[config.mk]
export PLATFORM = sky130hd
export DESIGN_NAME = immgen_stream_flat
export DESIGN_NICKNAME = d
export VERILOG_FILES = /design/src/rtl/immgen_pkg.sv /design/src/rtl/immgen_stream_if.sv /design/src/rtl/imm_fifo.sv /design/src/rtl/immgen_stream.sv /design/src/flat_wrapper.sv
export SDC_FILE = /design/constraint.sdc
export NUM_CORES = 1
export LEC_CHECK = 0
export ABC_AREA = 0
export BUFFER_PORTS_ARGS = -buffer_cell sky130_fd_sc_hd__buf_2
export CORE_ASPECT_RATIO = 0.5
export CORE_MARGIN = 2
export CORE_UTILIZATION = 25
export CTS_BUF_LIST = sky130_fd_sc_hd__clkbuf_4 sky130_fd_sc_hd__clkbuf_8 sky130_fd_sc_hd__clkbuf_16
export CTS_CLUSTER_DIAMETER = 40
export CTS_CLUSTER_SIZE = 20
export DETAILED_ROUTE_END_ITERATION = 6
export PLACE_DENSITY_LB_ADDON = 0.3
export RECOVER_POWER = 25
export SETUP_SLACK_MARGIN = 0.02
export SLEW_MARGIN = 25
export SYNTH_ARGS = -nofsm -noshare
export SYNTH_HDL_FRONTEND = slang
export SYNTH_HIERARCHICAL = 1
export SYNTH_SLANG_ARGS = --single-unit
[constraint.sdc]
create_clock -name clock -period 3.1 [get_ports clock]
set_input_delay 0.155 -clock clock [delete_from_list [all_inputs] [get_ports clock]]
set_output_delay 0.155 -clock clock [all_outputs]
set_load 0.02 [all_outputs]
[src/rtl/immgen_pkg.sv]
// immgen_pkg: opcodes, format codes and buffer entry type shared by immgen_stream
package immgen_pkg;
    localparam logic [6:0] OP_LOAD   = 7'b0000011;
    localparam logic [6:0] OP_OPIMM  = 7'b0010011;
    localparam logic [6:0] OP_JALR   = 7'b1100111;
    localparam logic [6:0] OP_STORE  = 7'b0100011;
    localparam logic [6:0] OP_BRANCH = 7'b1100011;
    localparam logic [6:0] OP_LUI    = 7'b0110111;
    localparam logic [6:0] OP_AUIPC  = 7'b0010111;
    localparam logic [6:0] OP_JAL    = 7'b1101111;

    typedef enum logic [2:0] {
        FMT_NONE = 3'd0,
        FMT_I    = 3'd1,
        FMT_S    = 3'd2,
        FMT_B    = 3'd3,
        FMT_U    = 3'd4,
        FMT_J    = 3'd5
    } fmt_t;

    // every RV immediate fits in 32 signed bits; widening to XLEN happens at the output
    typedef struct packed {
        logic [31:0] imm;
        fmt_t        fmt;
        logic        illegal;
    } entry_t;
endpackage

[src/rtl/immgen_stream_if.sv]
// immgen_stream_if: instruction input stream and decoded immediate output stream
interface immgen_stream_if #(
    parameter int XLEN = 32
);
    import immgen_pkg::*;
    logic            in_valid;
    logic            in_ready;
    logic [31:0]     instrucao;
    logic            out_valid;
    logic            out_ready;
    logic [XLEN-1:0] imediatoGerado;
    fmt_t            out_fmt;
    logic            out_illegal;
    logic [15:0]     illegal_count;

    modport master (
        output in_valid, instrucao, out_ready,
        input  in_ready, out_valid, imediatoGerado, out_fmt, out_illegal, illegal_count
    );
    modport slave (
        input  in_valid, instrucao, out_ready,
        output in_ready, out_valid, imediatoGerado, out_fmt, out_illegal, illegal_count
    );
endinterface

[src/rtl/imm_fifo.sv]
// imm_fifo: DEPTH-entry FIFO without pop bypass; shows the last popped word while empty
module imm_fifo #(
    parameter int DEPTH = 2,
    parameter int W     = 8
) (
    input  logic         clock,
    input  logic         reset,
    input  logic         push,
    input  logic         pop,
    input  logic [W-1:0] din,
    output logic         full,
    output logic         empty,
    output logic [W-1:0] dout
);
    localparam int AW = $clog2(DEPTH);
    logic [W-1:0]  mem [DEPTH];
    logic [W-1:0]  last;
    logic [AW-1:0] wr_ptr, rd_ptr;
    logic [AW:0]   count;
    logic          do_push, do_pop;

    assign full    = count == (AW+1)'(DEPTH);
    assign empty   = count == '0;
    assign do_push = push && !full;
    assign do_pop  = pop && !empty;
    assign dout    = empty ? last : mem[rd_ptr];

    // storage needs no reset: it is only visible while occupied
    always_ff @(posedge clock) begin
        if (do_push) mem[wr_ptr] <= din;
    end

    // pointers wrap naturally since DEPTH is a power of two
    always_ff @(posedge clock or posedge reset) begin
        if (reset) begin
            wr_ptr <= '0;
            rd_ptr <= '0;
            count  <= '0;
            last   <= '0;
        end else begin
            if (do_push) wr_ptr <= wr_ptr + AW'(1);
            if (do_pop) begin
                rd_ptr <= rd_ptr + AW'(1);
                last   <= mem[rd_ptr];
            end
            count <= count + (AW+1)'(do_push) - (AW+1)'(do_pop);
        end
    end
endmodule

[src/rtl/immgen_stream.sv]
// immgen_stream: RISC-V immediate decoder into an output FIFO; define IMMGEN_STREAM_UJ_EN to decode U/J formats
module immgen_stream
    import immgen_pkg::*;
#(
    parameter int XLEN  = 32,
    parameter int DEPTH = 2
) (
    input logic            clock,
    input logic            reset,
    immgen_stream_if.slave bus
);
    entry_t      ent, head;
    logic        full, empty, push, pop;
    logic [31:0] ins;

    assign ins = bus.instrucao;

    // decode the offered word by opcode alone
    always_comb begin
        ent = '{imm: 32'd0, fmt: FMT_NONE, illegal: 1'b1};
        case (ins[6:0])
            OP_LOAD, OP_OPIMM, OP_JALR:
                ent = '{imm: {{20{ins[31]}}, ins[31:20]}, fmt: FMT_I, illegal: 1'b0};
            OP_STORE:
                ent = '{imm: {{20{ins[31]}}, ins[31:25], ins[11:7]}, fmt: FMT_S, illegal: 1'b0};
            OP_BRANCH:
                ent = '{imm: {{19{ins[31]}}, ins[31], ins[7], ins[30:25], ins[11:8], 1'b0}, fmt: FMT_B, illegal: 1'b0};
`ifdef IMMGEN_STREAM_UJ_EN
            OP_LUI, OP_AUIPC:
                ent = '{imm: {ins[31:12], 12'd0}, fmt: FMT_U, illegal: 1'b0};
            OP_JAL:
                ent = '{imm: {{11{ins[31]}}, ins[31], ins[19:12], ins[20], ins[30:21], 1'b0}, fmt: FMT_J, illegal: 1'b0};
`endif
            default: ;
        endcase
    end

`ifndef IMMGEN_STREAM_UJ_EN
    logic unused_ins;
    assign unused_ins = ^ins[19:12];
`endif

    assign push = bus.in_valid && !full;
    assign pop  = !empty && bus.out_ready;

    imm_fifo #(.DEPTH(DEPTH), .W($bits(entry_t))) u_fifo (
        .clock (clock),
        .reset (reset),
        .push  (push),
        .pop   (pop),
        .din   (ent),
        .full  (full),
        .empty (empty),
        .dout  (head)
    );

    assign bus.in_ready       = !full;
    assign bus.out_valid      = !empty;
    assign bus.imediatoGerado = XLEN'($signed(head.imm));
    assign bus.out_fmt        = head.fmt;
    assign bus.out_illegal    = head.illegal;

    // count accepted unsupported opcodes, saturating
    always_ff @(posedge clock or posedge reset) begin
        if (reset) bus.illegal_count <= '0;
        else if (push && ent.illegal && bus.illegal_count != 16'hFFFF) bus.illegal_count <= bus.illegal_count + 16'd1;
    end
endmodule

[src/flat_wrapper.sv]
// flat-port wrapper written by rule: the top's interface ports become plain ports
module immgen_stream_flat import immgen_pkg::*;
#(
    parameter int XLEN  = 32,
    parameter int DEPTH = 2
)
  (clock, reset, bus_in_valid, bus_instrucao, bus_out_ready, bus_in_ready, bus_out_valid, bus_imediatoGerado, bus_out_fmt, bus_out_illegal, bus_illegal_count);
  immgen_stream_if #(.XLEN(XLEN)) bus_i ();
  input logic clock;
  input logic reset;
  input wire logic [$bits(bus_i.in_valid)-1:0] bus_in_valid;
  input wire logic [$bits(bus_i.instrucao)-1:0] bus_instrucao;
  input wire logic [$bits(bus_i.out_ready)-1:0] bus_out_ready;
  output wire logic [$bits(bus_i.in_ready)-1:0] bus_in_ready;
  output wire logic [$bits(bus_i.out_valid)-1:0] bus_out_valid;
  output wire logic [$bits(bus_i.imediatoGerado)-1:0] bus_imediatoGerado;
  output wire logic [$bits(bus_i.out_fmt)-1:0] bus_out_fmt;
  output wire logic [$bits(bus_i.out_illegal)-1:0] bus_out_illegal;
  output wire logic [$bits(bus_i.illegal_count)-1:0] bus_illegal_count;
  assign bus_i.in_valid = bus_in_valid;
  assign bus_i.instrucao = bus_instrucao;
  assign bus_i.out_ready = bus_out_ready;
  assign bus_in_ready = bus_i.in_ready;
  assign bus_out_valid = bus_i.out_valid;
  assign bus_imediatoGerado = bus_i.imediatoGerado;
  assign bus_out_fmt = bus_i.out_fmt;
  assign bus_out_illegal = bus_i.out_illegal;
  assign bus_illegal_count = bus_i.illegal_count;
  immgen_stream #(.XLEN(XLEN), .DEPTH(DEPTH)) u_core (.clock(clock), .reset(reset), .bus(bus_i));
endmodule
==> flow_metrics.env <==
export IMPL_synth_edf_count=72
export IMPL_drtPass1Iterations=4
export IMPL_synthMuxAreaShare_pct=7.13
export IMPL_yosysSeqAreaShare_pct=63.4
export IMPL_vias=3464
export IMPL_drive_above_1_share_pct=23.1
export IMPL_combPwrFrac_pct=37.5
export IMPL_critPathMaxStageDelay_ns=0.56
export IMPL_cts_root_buf="clkbuf_16"
export IMPL_p_per_area_mw_per_mm2=1070
export IMPL_clock_skew_ns=0.0131
export IMPL_ys_warn_count=6
export IMPL_dpl_hpwl_mm=7.39
export IMPL_io_buffers=81
export IMPL_fp_row_count=38
export IMPL_crit_buf_inv=2
export IMPL_syn_area_per_cell_um2=12.8
export IMPL_dr_first_iter_drc_count=169
export IMPL_worstHoldStart="bus_instrucao[29]"
export IMPL_hold_ws_ns=0.0706
export IMPL_min_path_cells=2
export IMPL_required_ns=2.94
export IMPL_coreArea_mm2=0.0219
export IMPL_place_inst=808
export IMPL_gp_congestion=0.722
export IMPL_h_tree_depth=4
export IMPL_rr_startpoint="u_core/u_fifo/count[0]"
export IMPL_grt_pass1_vias=3260
export IMPL_ys_seq_elements=128
export IMPL_hold_path_class="in -> reg"
export IMPL_end_kind="output pin"
export IMPL_hold_violations=0
export IMPL_fmax_mhz=435
export IMPL_grt_use_total_pct=9.96
export IMPL_cts_buffers_inserted=17
export IMPL_synth_top_family_by_area="simple AND/OR/NAND/NOR gates"
export IMPL_grt_pass1_wl_mm=18.0
export IMPL_critPathMaxFanout=72
export IMPL_drv_cap=2
export IMPL_switchingPower_uw=2880
export IMPL_postCtsSetupBuffers=0
export IMPL_crit_family="buffers and inverters"
export IMPL_irDropWorstVdd_uv=395
export IMPL_grt_overflow=0
export IMPL_vias_per_cell=4.12
export IMPL_die_y_um=110
export IMPL_detail_route_wl_per_cell_um=13.6
export IMPL_clk_path_buf_depth=2
export IMPL_crit_path_top_delay_cell="buf_4"
export IMPL_synth_fa_ha_area_share_pct=0.668
export IMPL_ant_nets=0
export IMPL_crit_reg2reg_capture="u_core/u_fifo/mem[0][4]"
export IMPL_cts_sinks=128
export IMPL_violations="capacitance limit, slew limit"
export IMPL_ff2ff_path_depth=6
export IMPL_final_setup_tns_ns=0
export IMPL_synth_xor_area_share_pct=2.81
export IMPL_holdBufCountCts=1
export IMPL_worstPathArrival_ns=2.14
export IMPL_setup_violations=0
export IMPL_syn_to_final_growth_pct=21.5
export IMPL_n_antenna_cell=0
export IMPL_switching_share_pct=39.5
export IMPL_worstPathCellList="or2_2 > buf_4 > nor2_1 > a21oi_1 > buf_2"
export IMPL_synth_compound_area_share_pct=8.40
export IMPL_yosys_area_share_simple_pct=13.0
export IMPL_cts_resized_gates=0
export IMPL_clkTransAtPathRegs_ns=0.06
export IMPL_grt_setup_unrepaired="no"
export IMPL_critical_path_class="reg -> out"
export IMPL_min_period_ns=2.30
export IMPL_ys_flop_type="edfxtp_1"
export IMPL_clkPwrFrac_pct=25.9
export IMPL_die_x_um=216
export IMPL_p_seq_share_pct=36.6
export IMPL_cts_tree="yes"
export IMPL_worstMarginPinSlew_ns=1.63
export IMPL_utilization_pct=31.2
export IMPL_fin_cells=841
export IMPL_timing_slew_headroom_pct=-9.04
export IMPL_synth_area_mm2=0.00562
export IMPL_synth_distinct_cells=48
export IMPL_grt_max_degree=74
export IMPL_dieArea_mm2=0.0238
export IMPL_io_pin_count=90
export IMPL_routed_wl_mm=11.4
export IMPL_startpoint_type="flip-flop"
export IMPL_clk_latency_ns=0.41
export IMPL_p_leak_uw=0.00280
export IMPL_min_delay_worst_endpoint="u_core/u_fifo/mem[0][13]"
export IMPL_async_flop_share_pct=43.8
export IMPL_period_share_pct=74.2
export IMPL_outcome="finished, violations left"
export IMPL_p_int_uw=4410
export IMPL_synthCells=440
export IMPL_antenna_found_initial=0
export IMPL_slew_viol_final=51
export IMPL_rrSetupSlack_ns=0.86
export IMPL_drc=0
export IMPL_start_util_pct=25.7
export IMPL_finalNetCount=567
state kept, by name (all words and copies together), names as in the netlist:
register and cells:
u_core/u_fifo/mem 72, u_core/u_fifo/last 36, u_core/bus.illegal_count 16, u_core/u_fifo/count 2, u_core/u_fifo/rd_ptr 1, u_core/u_fifo/wr_ptr 1
power by group through the flow:
stage | logic, µW | clock network [µW] | registers (µW)
final | 2740 | 1890 | 2670
after global routing | 3050 | 2020 | 2740
after CTS | 2830 | 1940 | 2680
after global placement | 2780 | 0 | 2690
after floorplan | 2080 | 0 | 2660
after detailed placement | 2810 | 0 | 2710
how the worst max path moves through the flow:
stage	slack (ns)	to	start	depth (start not counted)
2_1_floorplan	0.24	u_core/u_fifo/mem[0][0]	u_core/u_fifo/count[1]	5
6_report	0.80	bus_imediatoGerado[3]	u_core/u_fifo/count[1]	5
3_3_place_gp	0.85	u_core/u_fifo/mem[0][5]	u_core/u_fifo/count[0]	6
4_1_cts	0.77	bus_imediatoGerado[20]	u_core/u_fifo/count[1]	5
3_5_place_dp	0.81	u_core/u_fifo/mem[0][8]	u_core/u_fifo/count[0]	6
5_1_grt	0.53	u_core/u_fifo/mem[0][15]	bus_instrucao[3]	5
routing by layer:
metal / track usage, % / wire length [µm] / vias to the layer above
li1: - / - / 1750
met1: 13.5 / 5710 / 1655
met2: 15.6 / 5240 / 51
met3: 2.52 / 342 / 8
met4: 3.38 / 118 / 0
met5: 0 / 0 / -
cells in the final DEF (no fill, tap or decap), drive strengths merged, types with 2 or more instances in the layout:
cell type / n
buf: 73
nor3: 3
a21oi: 38
and2: 7
nor4b: 2
clkinv: 4
a311oi: 2
clkinvlp: 3
conb: 2
or2: 2
or3: 2
inv: 18
nand4: 4
ha: 3
dfrtp: 56
nand4b: 3
nor4: 8
xnor2: 6
a22o: 4
nand3: 7
mux2i: 37
edfxtp: 72
clkbuf: 35
nand2: 42
nor2: 41
mux2: 2
o21ai: 38
xor2: 12
nor2b: 3
cells in the mapped netlist, types with 2 or more instances:
cell       n  area, µm²
nor3_2     2       20.0
a21oi_1   37        185
nand3_1    7       35.0
edfxtp_1  72       2160
buf_2      3       15.0
a311oi_1   2       17.5
inv_1     12       45.0
nor2_1    41        154
ha_1       3       37.5
buf_6     14        158
o21ai_0   36        180
xor2_1    12        105
mux2i_1   37        370
nand2_1   42        158
buf_4      3       22.5
clkbuf_2   2       10.0
a22o_1     4       35.0
nand4b_1   3       26.3
dfrtp_1   56       1400
nor4_2     6       75.1
or3_1      2       12.5
and2_1     7       43.8
xnor2_1    6       52.6
mux2_4     2       30.0
o21ai_1    2       10.0
nand4_1    3       18.8
nor2b_1    2       12.5
or2_1      2       12.5
worst register-to-register path, stage by stage (launching register included):
cell      delay [ns]
dfrtp_1         0.42
nand2b_1        0.18
inv_1           0.07
nor2b_2         0.31
nand2_1         0.21
nor2_4          0.49
buf_12          0.26
logic make-up after synthesis:
kind of cell               count (synthesis)
and+or+nand+nor                          131
DFF                                      128
AOI/OAI and AO/OA                         85
muxes                                     39
buffers and inverters                     35
xor gates and xnor gates                  18
adders and majority gates                  3
other                                      1
cell type report:
| class | instances | area, µm² |
|---|---|---|
| Fill cell | 2234 | 15000 |
| Multi-Input combinational cell | 278 | 1790 |
| Clock buffer | 18 | 433 |
| Tap cell | 300 | 375 |
| Inverter | 12 | 45.0 |
| Clock inverter | 14 | 131 |
| Sequential cell | 128 | 3560 |
| Timing Repair Buffer | 91 | 484 |
through the flow:
step	setup slack, ns	power [µW]	area, µm²
6_report	0.801	7290	6820
5_1_grt	0.530	7820	6820
4_1_cts	0.767	7440	6880
3_5_place_dp	0.808	5520	6310
3_3_place_gp	0.846	5470	6310
2_1_floorplan	0.240	4740	5620
Note: power is estimated with default switching activity, not from simulation.
